===== src/rtl/draw_rect_if.sv =====
// VGA pixel-stream bundle: timing counters, sync/blank strobes and RGB444 colour.
// Pure wiring, no latency.
// No backpressure: one pixel per clock, always accepted.
interface draw_rect_if;
  logic [10:0] hcount;
  logic        hsync;
  logic        hblnk;
  logic [10:0] vcount;
  logic        vsync;
  logic        vblnk;
  logic [11:0] rgb;

  modport master (
    output hcount, hsync, hblnk, vcount, vsync, vblnk, rgb
  );

  modport slave (
    input hcount, hsync, hblnk, vcount, vsync, vblnk, rgb
  );
endinterface


===== src/rtl/draw_rect.sv =====
// Overlays a RECT_W x RECT_H rectangle at a per-frame latched (x,y) onto the VGA stream.
// Latency: exactly 2 clk on every timing and colour output, no bubbles.
// No backpressure: one pixel in and one pixel out per clock.
// Macro DRAW_RECT_OUTLINE_EN: draw only a BORDER_W-thick outline instead of a solid fill.
module draw_rect #(
  parameter int          RECT_W     = 48,
  parameter int          RECT_H     = 64,
`ifdef DRAW_RECT_OUTLINE_EN
  parameter int          BORDER_W   = 2,
`endif
  parameter logic [11:0] RECT_COLOR = 12'hF_8_0
) (
  input  logic        clk,
  input  logic        rst,
  input  logic [11:0] xpos_i,
  input  logic [11:0] ypos_i,
  draw_rect_if.slave  vga_i,
  draw_rect_if.master vga_o
);

  typedef struct packed {
    logic [10:0] hcount;
    logic        hsync;
    logic        hblnk;
    logic [10:0] vcount;
    logic        vsync;
    logic        vblnk;
    logic [11:0] rgb;
  } pix_t;

  logic        vblnk_q;
  logic [11:0] x_lat_q, x_lat_d;
  logic [11:0] y_lat_q, y_lat_d;
  pix_t        s1_q, s1_d;
  pix_t        s2_q, s2_d;
  logic        draw_q, draw_d;

  // Bounds are computed at 13 bits so a rectangle reaching past 4095 clips instead of wrapping.
  logic [12:0] h_ext, v_ext;
  logic [12:0] x_lo, x_hi, y_lo, y_hi;
  logic        hit;

  assign h_ext = {2'b00, vga_i.hcount};
  assign v_ext = {2'b00, vga_i.vcount};
  assign x_lo  = {1'b0, x_lat_q};
  assign y_lo  = {1'b0, y_lat_q};
  assign x_hi  = x_lo + 13'(RECT_W);
  assign y_hi  = y_lo + 13'(RECT_H);
  assign hit   = (h_ext >= x_lo) && (h_ext < x_hi) && (v_ext >= y_lo) && (v_ext < y_hi);

`ifdef DRAW_RECT_OUTLINE_EN
  logic [12:0] x_in_lo, x_in_hi, y_in_lo, y_in_hi;
  assign x_in_lo = x_lo + 13'(BORDER_W);
  assign x_in_hi = x_hi - 13'(BORDER_W);
  assign y_in_lo = y_lo + 13'(BORDER_W);
  assign y_in_hi = y_hi - 13'(BORDER_W);
  assign draw_d  = hit && ((h_ext < x_in_lo) || (h_ext >= x_in_hi) ||
                           (v_ext < y_in_lo) || (v_ext >= y_in_hi));
`else
  assign draw_d  = hit;
`endif

  // Capture the position only on the rising edge of vblank so a frame never tears.
  always_comb begin
    x_lat_d = x_lat_q;
    y_lat_d = y_lat_q;
    if (vga_i.vblnk && !vblnk_q) begin
      x_lat_d = xpos_i;
      y_lat_d = ypos_i;
    end
  end

  // Stage 1 copies the input pixel; stage 2 composites colour, forcing black in blanking.
  always_comb begin
    s1_d.hcount = vga_i.hcount;
    s1_d.hsync  = vga_i.hsync;
    s1_d.hblnk  = vga_i.hblnk;
    s1_d.vcount = vga_i.vcount;
    s1_d.vsync  = vga_i.vsync;
    s1_d.vblnk  = vga_i.vblnk;
    s1_d.rgb    = vga_i.rgb;
    s2_d        = s1_q;
    if (s1_q.hblnk || s1_q.vblnk) begin
      s2_d.rgb = 12'h000;
    end else if (draw_q) begin
      s2_d.rgb = RECT_COLOR;
    end
  end

  // Position latch and vblank edge detector.
  always_ff @(posedge clk) begin
    if (rst) begin
      vblnk_q <= 1'b0;
      x_lat_q <= '0;
      y_lat_q <= '0;
    end else begin
      vblnk_q <= vga_i.vblnk;
      x_lat_q <= x_lat_d;
      y_lat_q <= y_lat_d;
    end
  end

  // Two-stage pixel pipeline; reset discards whatever is in flight.
  always_ff @(posedge clk) begin
    if (rst) begin
      s1_q   <= '0;
      s2_q   <= '0;
      draw_q <= 1'b0;
    end else begin
      s1_q   <= s1_d;
      s2_q   <= s2_d;
      draw_q <= draw_d;
    end
  end

  assign vga_o.hcount = s2_q.hcount;
  assign vga_o.hsync  = s2_q.hsync;
  assign vga_o.hblnk  = s2_q.hblnk;
  assign vga_o.vcount = s2_q.vcount;
  assign vga_o.vsync  = s2_q.vsync;
  assign vga_o.vblnk  = s2_q.vblnk;
  assign vga_o.rgb    = s2_q.rgb;

endmodule

===== src/flat_wrapper.sv =====
// flat-port wrapper written by rule: the top's interface ports become plain ports
module draw_rect_flat 
#(
  parameter int          RECT_W     = 48,
  parameter int          RECT_H     = 64,

  parameter logic [11:0] RECT_COLOR = 12'hF_8_0
)
  (clk, rst, xpos_i, ypos_i, vga_i_hcount, vga_i_hsync, vga_i_hblnk, vga_i_vcount, vga_i_vsync, vga_i_vblnk, vga_i_rgb, vga_o_hcount, vga_o_hsync, vga_o_hblnk, vga_o_vcount, vga_o_vsync, vga_o_vblnk, vga_o_rgb);
  draw_rect_if vga_i_i ();
  draw_rect_if vga_o_i ();
  input  logic clk;
  input  logic rst;
  input  logic [11:0] xpos_i;
  input  logic [11:0] ypos_i;
  input wire logic [$bits(vga_i_i.hcount)-1:0] vga_i_hcount;
  input wire logic [$bits(vga_i_i.hsync)-1:0] vga_i_hsync;
  input wire logic [$bits(vga_i_i.hblnk)-1:0] vga_i_hblnk;
  input wire logic [$bits(vga_i_i.vcount)-1:0] vga_i_vcount;
  input wire logic [$bits(vga_i_i.vsync)-1:0] vga_i_vsync;
  input wire logic [$bits(vga_i_i.vblnk)-1:0] vga_i_vblnk;
  input wire logic [$bits(vga_i_i.rgb)-1:0] vga_i_rgb;
  output wire logic [$bits(vga_o_i.hcount)-1:0] vga_o_hcount;
  output wire logic [$bits(vga_o_i.hsync)-1:0] vga_o_hsync;
  output wire logic [$bits(vga_o_i.hblnk)-1:0] vga_o_hblnk;
  output wire logic [$bits(vga_o_i.vcount)-1:0] vga_o_vcount;
  output wire logic [$bits(vga_o_i.vsync)-1:0] vga_o_vsync;
  output wire logic [$bits(vga_o_i.vblnk)-1:0] vga_o_vblnk;
  output wire logic [$bits(vga_o_i.rgb)-1:0] vga_o_rgb;
  assign vga_i_i.hcount = vga_i_hcount;
  assign vga_i_i.hsync = vga_i_hsync;
  assign vga_i_i.hblnk = vga_i_hblnk;
  assign vga_i_i.vcount = vga_i_vcount;
  assign vga_i_i.vsync = vga_i_vsync;
  assign vga_i_i.vblnk = vga_i_vblnk;
  assign vga_i_i.rgb = vga_i_rgb;
  assign vga_o_hcount = vga_o_i.hcount;
  assign vga_o_hsync = vga_o_i.hsync;
  assign vga_o_hblnk = vga_o_i.hblnk;
  assign vga_o_vcount = vga_o_i.vcount;
  assign vga_o_vsync = vga_o_i.vsync;
  assign vga_o_vblnk = vga_o_i.vblnk;
  assign vga_o_rgb = vga_o_i.rgb;
  draw_rect #(.RECT_W(RECT_W), .RECT_H(RECT_H), .RECT_COLOR(RECT_COLOR)) u_core (.clk(clk), .rst(rst), .xpos_i(xpos_i), .ypos_i(ypos_i), .vga_i(vga_i_i), .vga_o(vga_o_i));
endmodule

===== config.mk =====
export PLATFORM = sky130hd
export DESIGN_NAME = draw_rect_flat
export DESIGN_NICKNAME = d
export VERILOG_FILES = /design/src/rtl/draw_rect_if.sv /design/src/rtl/draw_rect.sv /design/src/flat_wrapper.sv
export SDC_FILE = /design/constraint.sdc
export NUM_CORES = 1
export LEC_CHECK = 0
export ABC_CLOCK_PERIOD_IN_PS = 6500
export BUFFER_PORTS_ARGS = -buffer_cell sky130_fd_sc_hd__buf_4
export CAP_MARGIN = 40
export CORE_ASPECT_RATIO = 0.9
export CORE_MARGIN = 4
export CORE_UTILIZATION = 56
export DETAILED_ROUTE_END_ITERATION = 7
export PLACE_DENSITY = 0.84
export REMOVE_ABC_BUFFERS = 1
export SLEW_MARGIN = 20
export SYNTH_ARGS = -nofsm -noshare
export SYNTH_HDL_FRONTEND = slang
export SYNTH_SLANG_ARGS = --single-unit

===== constraint.sdc =====
create_clock -name clk -period 6.5 [get_ports clk]
set_input_delay 0.65 -clock clk [delete_from_list [all_inputs] [get_ports clk]]
set_output_delay 0.65 -clock clk [all_outputs]
set_load 0.05 [all_outputs]

==> results_dict.tcl <==
set metrics [dict create \
    cts_made_buffers 9 \
    tightest_slew_ns 0.741 \
    ctsResizeCount 0 \
    setup_ws_ns 4.24 \
    swShare_pct 25.6 \
    ys_ff_latch 101 \
    dieArea_sq_um 8470 \
    crit_path_end_kind "register" \
    cts.reportedPaths.clkPinSlew_ns 0.09 \
    crit_fanout 5 \
    holdBufCountCts 0 \
    hold_class "reg -> reg" \
    gr-usage-met3_pct 6.01 \
    viasPerCell 4.90 \
    fin_area_sq_um 5010 \
    p_leak_nw 2.20 \
    min_path_cells 1 \
    slew_viol_final 0 \
    hold_viol 0 \
    use_met1_pct 25.6 \
    worst_setup_path_start_kind "register" \
    power_frac_clock_pct 33.3 \
    first_pass_iters 4 \
    slew_headroom_pct 50.2 \
    cts_root_buffer "clkbuf_8" \
    switchingPower_w 0.000329 \
    yosysSeqAreaShare_pct 51.2 \
    cts_tree "built" \
    grt_util_met2_pct 33.8 \
    grt_pass1_vias 2936 \
    area_delta_synth_final_pct 26.9 \
    outcome "complete, no violations" \
    grt_setup_unrepaired "no" \
    drtIter0Drc 91 \
    fmax_mhz 443 \
    coreArea_sq_um 6730 \
    drive_gt1_share_pct 23.9 \
    track_usage_pct 20.3 \
    syn_avg_cell_area_sq_um 9.62 \
    cellInternalPower_w 0.000955 \
    clock_path_buffers 2 \
    worstSetupPathType "reg -> reg" \
    ant_nets 0 \
    finalSetupTns_ns 0 \
    clock-sinks 101 \
    vias 2957 \
    required_ns 6.81 \
    antenna_found_initial 0 \
    finalSetupViolCount 0 \
    drv_cap 0 \
    route.final.wire_length_um 7930 \
    worstRegToRegCells 10 \
    grt_max_degree 92 \
    htreeDepth 3 \
    hpwl_um 5950 \
    power_w 0.00128 \
    ys_warn_count 0 \
    top_usage_layer "met2" \
    initial_core_util_pct 58.8 \
    synth_cells 411 \
    die_h_um 87.7 \
    synth.distinct_cells 38 \
    fill_cells 501 \
    row_count 28 \
    die_x_um 96.6 \
    peakVddDrop_mv 0.165 \
    min_period_over_period_pct 34.7 \
    power_frac_seq_pct 51.6 \
    wire_per_inst_um 13.1 \
    cts_setup_buffers 0 \
    power.density_nw_per_um2 256 \
    clock_latency_ns 0.36 \
    post-place-ws_ns 4.25 \
    syn_area_sq_um 3950 \
    finClkSkew_ns 0.00617 \
    final_nets 610 \
    io_pins 102 \
    combPwrFrac_pct 15.2 \
    portBuffers 101 \
    diodes 0 \
    finalWeightedCongestion 0.850 \
    dpl_cell_area_sq_um 4780 \
    grt_pass1_wl_um 13400 \
    reg2reg_slack_ns 4.24 \
    post-route-drc-count 0 \
    final.min_clock_period_ns 2.26 \
    arrival_ns 2.56 \
    grt_overflow_total 0 \
]
metal layers:
layer / share of wire, % / up-vias
li1: - / 1548
met1: 45 / 1316
met2: 47 / 84
met3: 7.0 / 9
met4: 1.1 / 0
met5: 0 / -
synthesized netlist by cell type, drive strengths merged:
| cell type | number | share of area, % |
|---|---|---|
| dfxtp | 101 | 51 |
| nor2b | 64 | 10 |
| nand2 | 51 | 4.8 |
| ha | 36 | 11 |
| a21oi | 32 | 4.1 |
| inv | 26 | 2.5 |
| clkbuf | 10 | 0.95 |
| o21ai | 10 | 1.3 |
| nor2 | 8 | 0.76 |
| o21a | 8 | 1.5 |
| and2 | 7 | 1.1 |
| nand3 | 7 | 0.89 |
| xnor2 | 7 | 1.6 |
| buf | 6 | 0.89 |
| nor3 | 5 | 0.76 |
| a21o | 4 | 0.76 |
| nand2b | 4 | 0.63 |
| nand4 | 4 | 0.63 |
| a211oi | 3 | 0.57 |
| and3 | 2 | 0.32 |
| o2111ai | 2 | 0.44 |
| o211ai | 2 | 0.38 |
| a211o | 1 | 0.22 |
| a21boi | 1 | 0.19 |
| a221oi | 1 | 0.38 |
| a31o | 1 | 0.22 |
| a31oi | 1 | 0.16 |
| a32oi | 1 | 0.22 |
| mux2i | 1 | 0.25 |
| nor3b | 1 | 0.19 |
| nor4 | 1 | 0.16 |
| o22ai | 1 | 0.16 |
| or3 | 1 | 0.16 |
| xor2 | 1 | 0.22 |
cells by family after synthesis:
logic type	after synthesis	share of synthesized area, %
fa+ha+maj	36	11.4
flops	101	51.2
buf+inv	42	4.31
xor+xnor	8	1.77
simple gates	155	20.6
mux	1	0.253
compound gates	68	10.5
critical path, stage by stage, from the launching register on:
cell      delay, ns
dfxtp_1        0.40
inv_1          0.10
ha_1           0.25
nor3_1         0.19
xnor2_1        0.09
ha_1           0.19
or3_1          0.35
a221oi_2       0.17
o21ai_1        0.10
a32oi_1        0.20
and3_1         0.16
registers in the layout (all words and copies together), names as in the netlist:
signal               cells
u_core.s1_q             37
u_core.vga_o.rgb        12
u_core.x_lat_q          12
u_core.y_lat_q          12
u_core.vga_o.hcount     11
u_core.vga_o.vcount     11
u_core.draw_q            1
u_core.vblnk_q           1
u_core.vga_o.hblnk       1
u_core.vga_o.hsync       1
u_core.vga_o.vblnk       1
u_core.vga_o.vsync       1
placed cells by master (no fill, tap or decap), drive strengths merged, types with 3 or more instances in the layout:
master	instances
inv	28
clkbuf	9
xnor2	7
nor2	8
nor2b	64
nand4	4
o21a	8
dfxtp	101
a21o	4
ha	36
o21ai	10
a211oi	3
buf	104
nand2b	4
a21oi	32
nand3	7
nor3	5
and2	7
nand2	51
cell type report:
type / count / area [sq um] / share of cell area [%]
Sequential cell: 101 / 2020 / 40.3
Clock buffer: 9 / 124 / 2.47
Clock inverter: 6 / 95.1 / 1.90
Timing Repair Buffer: 104 / 801 / 16.0
Inverter: 26 / 97.6 / 1.95
Tap cell: 90 / 113 / 2.25
Multi-Input combinational cell: 268 / 1760 / 35.2
final timing paths:
kind                          end               from
max                 u_core.draw_q  u_core.x_lat_q[4]
min          u_core.vga_o.rgb[10]    u_core.s1_q[10]
max reg2reg         u_core.draw_q  u_core.x_lat_q[4]
min reg2reg  u_core.vga_o.rgb[10]    u_core.s1_q[10]
power by group through the flow:
stage	Sequential (W)	Clock, W	Combinational, W
global route	0.000666	0.000463	0.000217
CTS	0.000662	0.000439	0.000195
finish	0.000662	0.000427	0.000194
global placement	0.000675	0	0.000187
floorplan	0.000706	0	0.0000823
detailed placement	0.000677	0	0.000193
stage by stage:
| stage | std cells | hold slack (ns) | util, % |
|---|---|---|---|
| CTS | 603 | 0.434 | 74.3 |
| finish | 604 | 0.432 | 74.6 |
| global placement | 586 | 0.407 | 70.7 |
| global route | 604 | 0.456 | 74.6 |
| floorplan | 395 | 0.405 | - |
| detailed placement | 588 | 0.413 | 71.0 |
Power figures use the tool's default switching activity.
